`config.mk`:
```
export PLATFORM = sky130hd
export DESIGN_NAME = uart_rx_flat
export DESIGN_NICKNAME = d
export VERILOG_FILES = /design/src/rtl/uart_rx_if.sv /design/src/rtl/uart_rx.sv /design/src/flat_wrapper.sv
export SDC_FILE = /design/constraint.sdc
export NUM_CORES = 1
export LEC_CHECK = 0
export ABC_AREA = 1
export CORE_MARGIN = 8
export CORE_UTILIZATION = 52
export CTS_BUF_LIST = sky130_fd_sc_hd__clkbuf_4
export DETAILED_ROUTE_END_ITERATION = 6
export HOLD_SLACK_MARGIN = 0.03
export PLACE_DENSITY_LB_ADDON = 0.15
export SLEW_MARGIN = 20
export SYNTH_ARGS = -nofsm -noshare
export SYNTH_HDL_FRONTEND = slang
export SYNTH_SLANG_ARGS = --single-unit
```
`constraint.sdc`:
```
create_clock -name clk -period 1.3 [get_ports clk]
set_input_delay 0.26 -clock clk [delete_from_list [all_inputs] [get_ports clk]]
set_output_delay 0.26 -clock clk [all_outputs]
set_load 0.02 [all_outputs]
```
`src/rtl/uart_rx_if.sv`:
```
// Receive-side UART signal bundle: baud tick and serial pin in, recovered byte and strobes out.
interface uart_rx_if #(
   parameter int DATA_BITS = 8
);
   logic                 b_tick;
   logic                 rx;
   logic [DATA_BITS-1:0] rx_data;
   logic                 rx_done;
   logic                 rx_busy;
   logic                 frame_err;

   modport master (
      output b_tick, rx,
      input  rx_data, rx_done, rx_busy, frame_err
   );

   modport slave (
      input  b_tick, rx,
      output rx_data, rx_done, rx_busy, frame_err
   );
endinterface

```
`src/rtl/uart_rx.sv`:
```
// 8N1 UART receiver: oversamples the synchronized rx line on the shared baud tick,
// samples each bit at its centre and hands completed bytes to the RX FIFO via rx_done.
module uart_rx #(
   parameter int DATA_BITS  = 8,
   parameter int OVERSAMPLE = 16
) (
   input logic      clk,
   input logic      reset,
   uart_rx_if.slave bus
);

   localparam int TICK_W = $clog2(OVERSAMPLE);
   localparam int BIT_W  = (DATA_BITS > 1) ? $clog2(DATA_BITS) : 1;

   localparam logic [TICK_W-1:0] TICK_HALF = TICK_W'(OVERSAMPLE / 2 - 1);
   localparam logic [TICK_W-1:0] TICK_LAST = TICK_W'(OVERSAMPLE - 1);
   localparam logic [BIT_W-1:0]  BIT_LAST  = BIT_W'(DATA_BITS - 1);

   localparam logic [1:0] IDLE  = 2'd0;
   localparam logic [1:0] START = 2'd1;
   localparam logic [1:0] DATA  = 2'd2;
   localparam logic [1:0] STOP  = 2'd3;

   logic                 rx_meta;
   logic                 rx_s;

   logic [1:0]           state,     state_nxt;
   logic [TICK_W-1:0]    tick_cnt,  tick_nxt;
   logic [BIT_W-1:0]     bit_cnt,   bit_nxt;
   logic [DATA_BITS-1:0] shift_reg, shift_nxt;
   logic [DATA_BITS-1:0] data_reg,  data_nxt;
   logic                 busy_reg,  busy_nxt;
   logic                 done_reg,  done_nxt;
   logic                 ferr_reg,  ferr_nxt;

   // NOTE: both synchronizer flops reset to the idle-high line level so that
   // leaving reset never looks like a start bit.
   always_ff @(posedge clk or posedge reset) begin
      if (reset) begin
         rx_meta <= 1'b1;
         rx_s    <= 1'b1;
      end else begin
         rx_meta <= bus.rx;
         rx_s    <= rx_meta;
      end
   end

   // NOTE: every output of this block gets a default first, so no path can
   // leave a signal unassigned and infer a latch.
   always_comb begin
      state_nxt = state;
      tick_nxt  = tick_cnt;
      bit_nxt   = bit_cnt;
      shift_nxt = shift_reg;
      data_nxt  = data_reg;
      busy_nxt  = busy_reg;
      done_nxt  = 1'b0;
      ferr_nxt  = 1'b0;

      case (state)
         IDLE: begin
            // Start detection is immediate; tick alignment begins in START.
            if (!rx_s) begin
               state_nxt = START;
               tick_nxt  = '0;
               busy_nxt  = 1'b1;
            end
         end

         START: begin
            if (bus.b_tick) begin
               if (tick_cnt == TICK_HALF) begin
                  if (!rx_s) begin
                     state_nxt = DATA;
                     tick_nxt  = '0;
                     bit_nxt   = '0;
                  end else begin
                     state_nxt = IDLE;
                     busy_nxt  = 1'b0;
                  end
               end else begin
                  tick_nxt = tick_cnt + TICK_W'(1);
               end
            end
         end

         DATA: begin
            if (bus.b_tick) begin
               if (tick_cnt == TICK_LAST) begin
                  shift_nxt = {rx_s, shift_reg[DATA_BITS-1:1]};
                  tick_nxt  = '0;
                  if (bit_cnt == BIT_LAST) begin
                     state_nxt = STOP;
                  end else begin
                     bit_nxt = bit_cnt + BIT_W'(1);
                  end
               end else begin
                  tick_nxt = tick_cnt + TICK_W'(1);
               end
            end
         end

         STOP: begin
            if (bus.b_tick) begin
               if (tick_cnt == TICK_LAST) begin
                  // Returning at mid stop bit leaves half a bit for the next start edge.
                  if (rx_s) begin
                     data_nxt = shift_reg;
                     done_nxt = 1'b1;
                  end else begin
                     ferr_nxt = 1'b1;
                  end
                  state_nxt = IDLE;
                  busy_nxt  = 1'b0;
               end else begin
                  tick_nxt = tick_cnt + TICK_W'(1);
               end
            end
         end

         default: begin
            state_nxt = IDLE;
            busy_nxt  = 1'b0;
         end
      endcase
   end

   // NOTE: sequential state uses non-blocking assignments so every register
   // samples the pre-edge value of every other register.
   always_ff @(posedge clk or posedge reset) begin
      if (reset) begin
         state     <= IDLE;
         tick_cnt  <= '0;
         bit_cnt   <= '0;
         shift_reg <= '0;
         data_reg  <= '0;
         busy_reg  <= 1'b0;
         done_reg  <= 1'b0;
         ferr_reg  <= 1'b0;
      end else begin
         state     <= state_nxt;
         tick_cnt  <= tick_nxt;
         bit_cnt   <= bit_nxt;
         shift_reg <= shift_nxt;
         data_reg  <= data_nxt;
         busy_reg  <= busy_nxt;
         done_reg  <= done_nxt;
         ferr_reg  <= ferr_nxt;
      end
   end

   assign bus.rx_data   = data_reg;
   assign bus.rx_done   = done_reg;
   assign bus.rx_busy   = busy_reg;
   assign bus.frame_err = ferr_reg;

endmodule
```
`src/flat_wrapper.sv`:
```
// flat-port wrapper written by rule: the top's interface ports become plain ports
module uart_rx_flat 
#(
   parameter int DATA_BITS  = 8,
   parameter int OVERSAMPLE = 16
)
  (clk, reset, bus_b_tick, bus_rx, bus_rx_data, bus_rx_done, bus_rx_busy, bus_frame_err);
  uart_rx_if #(.DATA_BITS(DATA_BITS)) bus_i ();
  input logic clk;
  input logic reset;
  input wire logic [$bits(bus_i.b_tick)-1:0] bus_b_tick;
  input wire logic [$bits(bus_i.rx)-1:0] bus_rx;
  output wire logic [$bits(bus_i.rx_data)-1:0] bus_rx_data;
  output wire logic [$bits(bus_i.rx_done)-1:0] bus_rx_done;
  output wire logic [$bits(bus_i.rx_busy)-1:0] bus_rx_busy;
  output wire logic [$bits(bus_i.frame_err)-1:0] bus_frame_err;
  assign bus_i.b_tick = bus_b_tick;
  assign bus_i.rx = bus_rx;
  assign bus_rx_data = bus_i.rx_data;
  assign bus_rx_done = bus_i.rx_done;
  assign bus_rx_busy = bus_i.rx_busy;
  assign bus_frame_err = bus_i.frame_err;
  uart_rx #(.DATA_BITS(DATA_BITS), .OVERSAMPLE(OVERSAMPLE)) u_core (.clk(clk), .reset(reset), .bus(bus_i));
endmodule
```
==> summary.txt <==
Power
  – Pwr dens: around 1600 nW/um2
  – Tot Pwr: 3.14 mW
  – VDD IR-drop max: 1.18 mV
  – Static leakage: about 1 nW

Logic synthesis
  – Share of the yosys chip area belonging to registers: 0.507
  – Mapped cell area: 1490 um2
  – Synth unique cells: 26
  – Asr flop ratio synth: 1.00
  – Avg Inst Size Synth: 9.01 um2
  – Synthesized Nets: 172
  – Yosys top cell by area: dfrtp_1
  – YS warnings: 0
  – Share of the synthesized area in the top cell type: 0.471
  – Gate Count Post-Synth: 165
  – Area contributors post-synth: dfrtp_1 47%, nand2_1 12%, o21ai_2 5.9%
  – Ys flop type: dfrtp_1
  – Synthesized flop and latch total: 30
  – Post-synth EDFFs: 0

Worst setup path
  – R2R Setup Slk: -100 ps
  – WP data arrival: 1660 ps
  – CP Class: reg -> reg
  – Req. time, crit path: between 1500 and 2000 ps
  – Crit end category: flop
  – R2r startpoint: u_core.tick_cnt[1]$_DFFE_PP0P_
  – Crit path launch type: flop
  – CP Max Fanout: 16
  – R2R Path End: u_core.shift_reg[7]$_DFFE_PP0P_
  – Worst reg2reg path depth: 7

Die
  – Initial Util: 0.544
  – IO Pins: 15
  – Die Ht: 69.5 um
  – Full die area: about 4800 um2
  – DIE WIDTH: just under 70 um
  – Core Area: 2730 um2
  – Num rows: 19

Clock tree
  – Clk_lat worst skew: 340 ps
  – Post-CTS Hold Buffers: 0
  – Clk sinks: 30
  – CTS Buffer Depth: 2
  – H-tree levels: 2
  – Clock root buffer: clkbuf_4
  – Clock transition at path regs: 110 ps
  – CTS tree: built
  – Cts bufs inserted: 5

Finish
  – Fillcell total: 211
  – Reg area: 754 um2
  – Multi-input gate area: approximately 750 um2
  – Final Core Density: 0.735
  – Fraction of layout instances using a drive strength above 1: 0.438
  – Net count reported at finish: 216
  – Post-route insts no fill: ~240
  – Ant diodes: 0
  – Area grow syn2layout: 35.1%
  – Most common library cell in the layout ignoring fill and taps: nand2_1
  – Most frequent cells in the layout: 43 x nand2_1, 27 x dfrtp_1, 20 x buf_4, 15 x inv_1, 12 x o21ai_2

STA
  – Clock skew: 16.0 ps
  – Final number of setup-violating endpoints: 25
  – RSZ-0062 raised after global routing: yes
  – Worst hold margin: approximately 240 ps
  – Worst-Margin Slew: 300 ps
  – Crit path time final: 1400 ps
  – Endpoints failing hold: 0
  – Final Max Tran Viols: 0
  – Period utilization: 1.08
  – Post-route setup slack: -98.5 ps
  – Worst slew margin: 0.799
  – Post-Route Setup TNS: -1370 ps
  – F_max: 715 MHz

Status
  – Failing checks: negative setup slack
  – Outcome: complete, but fails checks

Placement
  – Final Wtd Congestion: 0.911
  – Placed cell count: 223
  – Post-DP HPWL: 2150 um
  – # port buffers: 14

Global route
  – Initial antenna violation count: 0
  – Total track usage: 0.153
  – Vias in the first global route: 1307
  – Largest net degree at the start of global routing: 31
  – First-pass GRT wire length: a little under 6000 um
  – Grt ovf: 0

Detailed routing
  – Pre-antenna DRT Iters: 4
  – DR vias: between 1000 and 1500
  – Drc violations: 0
  – Vias/cell: roughly 5.2
  – Post-route ant nets: 0
  – Iteration-0 DRC Markers: 93
  – DRT Wirelength: 3460 um
  – WL/cell: 14.4 um

Run
  – Max_cap viols: 0

Worst hold path
  – Hold crit path type: in -> async
==> how the worst max path moves through the flow <==
stage                                   startpoint                           endpoint  slack (ps)  cells past startpoint
floorplan           u_core.tick_cnt[0]$_DFFE_PP0P_  u_core.bus.rx_data[3]$_DFFE_PP0P_         -20                      7
CTS                 u_core.tick_cnt[1]$_DFFE_PP0P_    u_core.shift_reg[2]$_DFFE_PP0P_        -140                      7
global route         u_core.bit_cnt[0]$_DFFE_PP0P_                               flop        -170                      9
finish              u_core.tick_cnt[1]$_DFFE_PP0P_    u_core.shift_reg[7]$_DFFE_PP0P_        -100                      7
global placement                        bus_b_tick      u_core.bit_cnt[1]$_DFFE_PP0P_        -210                      6
detailed placement                      bus_b_tick      u_core.bit_cnt[1]$_DFFE_PP0P_        -350                      6
==> logic make-up (layout without fill, tap and decap cells) <==
kind of cell / Yosys count / count (layout) / synth area share
adder cells (fa/ha/maj): 3 / 3 / 0.0253
AND/OR/NAND/NOR: 83 / 85 / 0.274
buffers and inverters: 26 / 69 / 0.0875
AO/OA/AOI/OAI: 23 / 23 / 0.106
flip-flops: 30 / 30 / 0.507
==> metrics by stage <==
| stage | setup WS, ps | cell area [um2] |
|---|---|---|
| after floorplan | -22.9 | 1510 |
| after global placement | -209 | 1800 |
| after detailed placement | -352 | 1800 |
| after CTS | -136 | 1970 |
| after global routing | -166 | 2010 |
| final | -98.5 | 2010 |
==> metal layers <==
layer / GRT usage / share of wire
met1: 0.165 / 0.41
met2: 0.263 / 0.52
met3: 0.0572 / 0.046
met4: 0.0615 / 0.017
met5: 0 / 0
==> Yosys cell counts (3+ instances only) <==
master   instances
inv_1           17
buf_6            4
inv_2            3
o21ai_1          6
ha_1             3
dfrtp_1         28
o21ai_0          4
nand2_1         48
o21ai_2         10
nand3_1         15
nor2_1           7
==> critical path, stage by stage (launching register included) <==
cell and delay [ps]:
dfrtp_1 400, ha_4 180, nand3_4 110, buf_6 150, nor3_4 190, buf_12 170, nand2_1 60, o21ai_1 80
==> cell type report <==
class                           count  share of cell area
Timing Repair Buffer               40               0.165
Clock inverter                      2             0.00436
Sequential cell                    30               0.376
Multi-Input combinational cell    111               0.373
Clock buffer                        6              0.0224
Inverter                           21              0.0405
Tap cell                           31              0.0193
==> where the power goes <==
group	switching, mW	internal, mW
registers	0.146	1.08
logic	0.781	0.580
clock network	0.325	0.224
==> timing repair <==
item                                    in CTS  in global routing
gates resized for setup                     43                 21
cloned                                       2                  0
buffers inserted                             4                  4
pin swaps                                    8                 10
endpoints found under the setup margin      38                 38
hold endpoints to repair                     0                  0
Power figures use the tool's default switching activity.
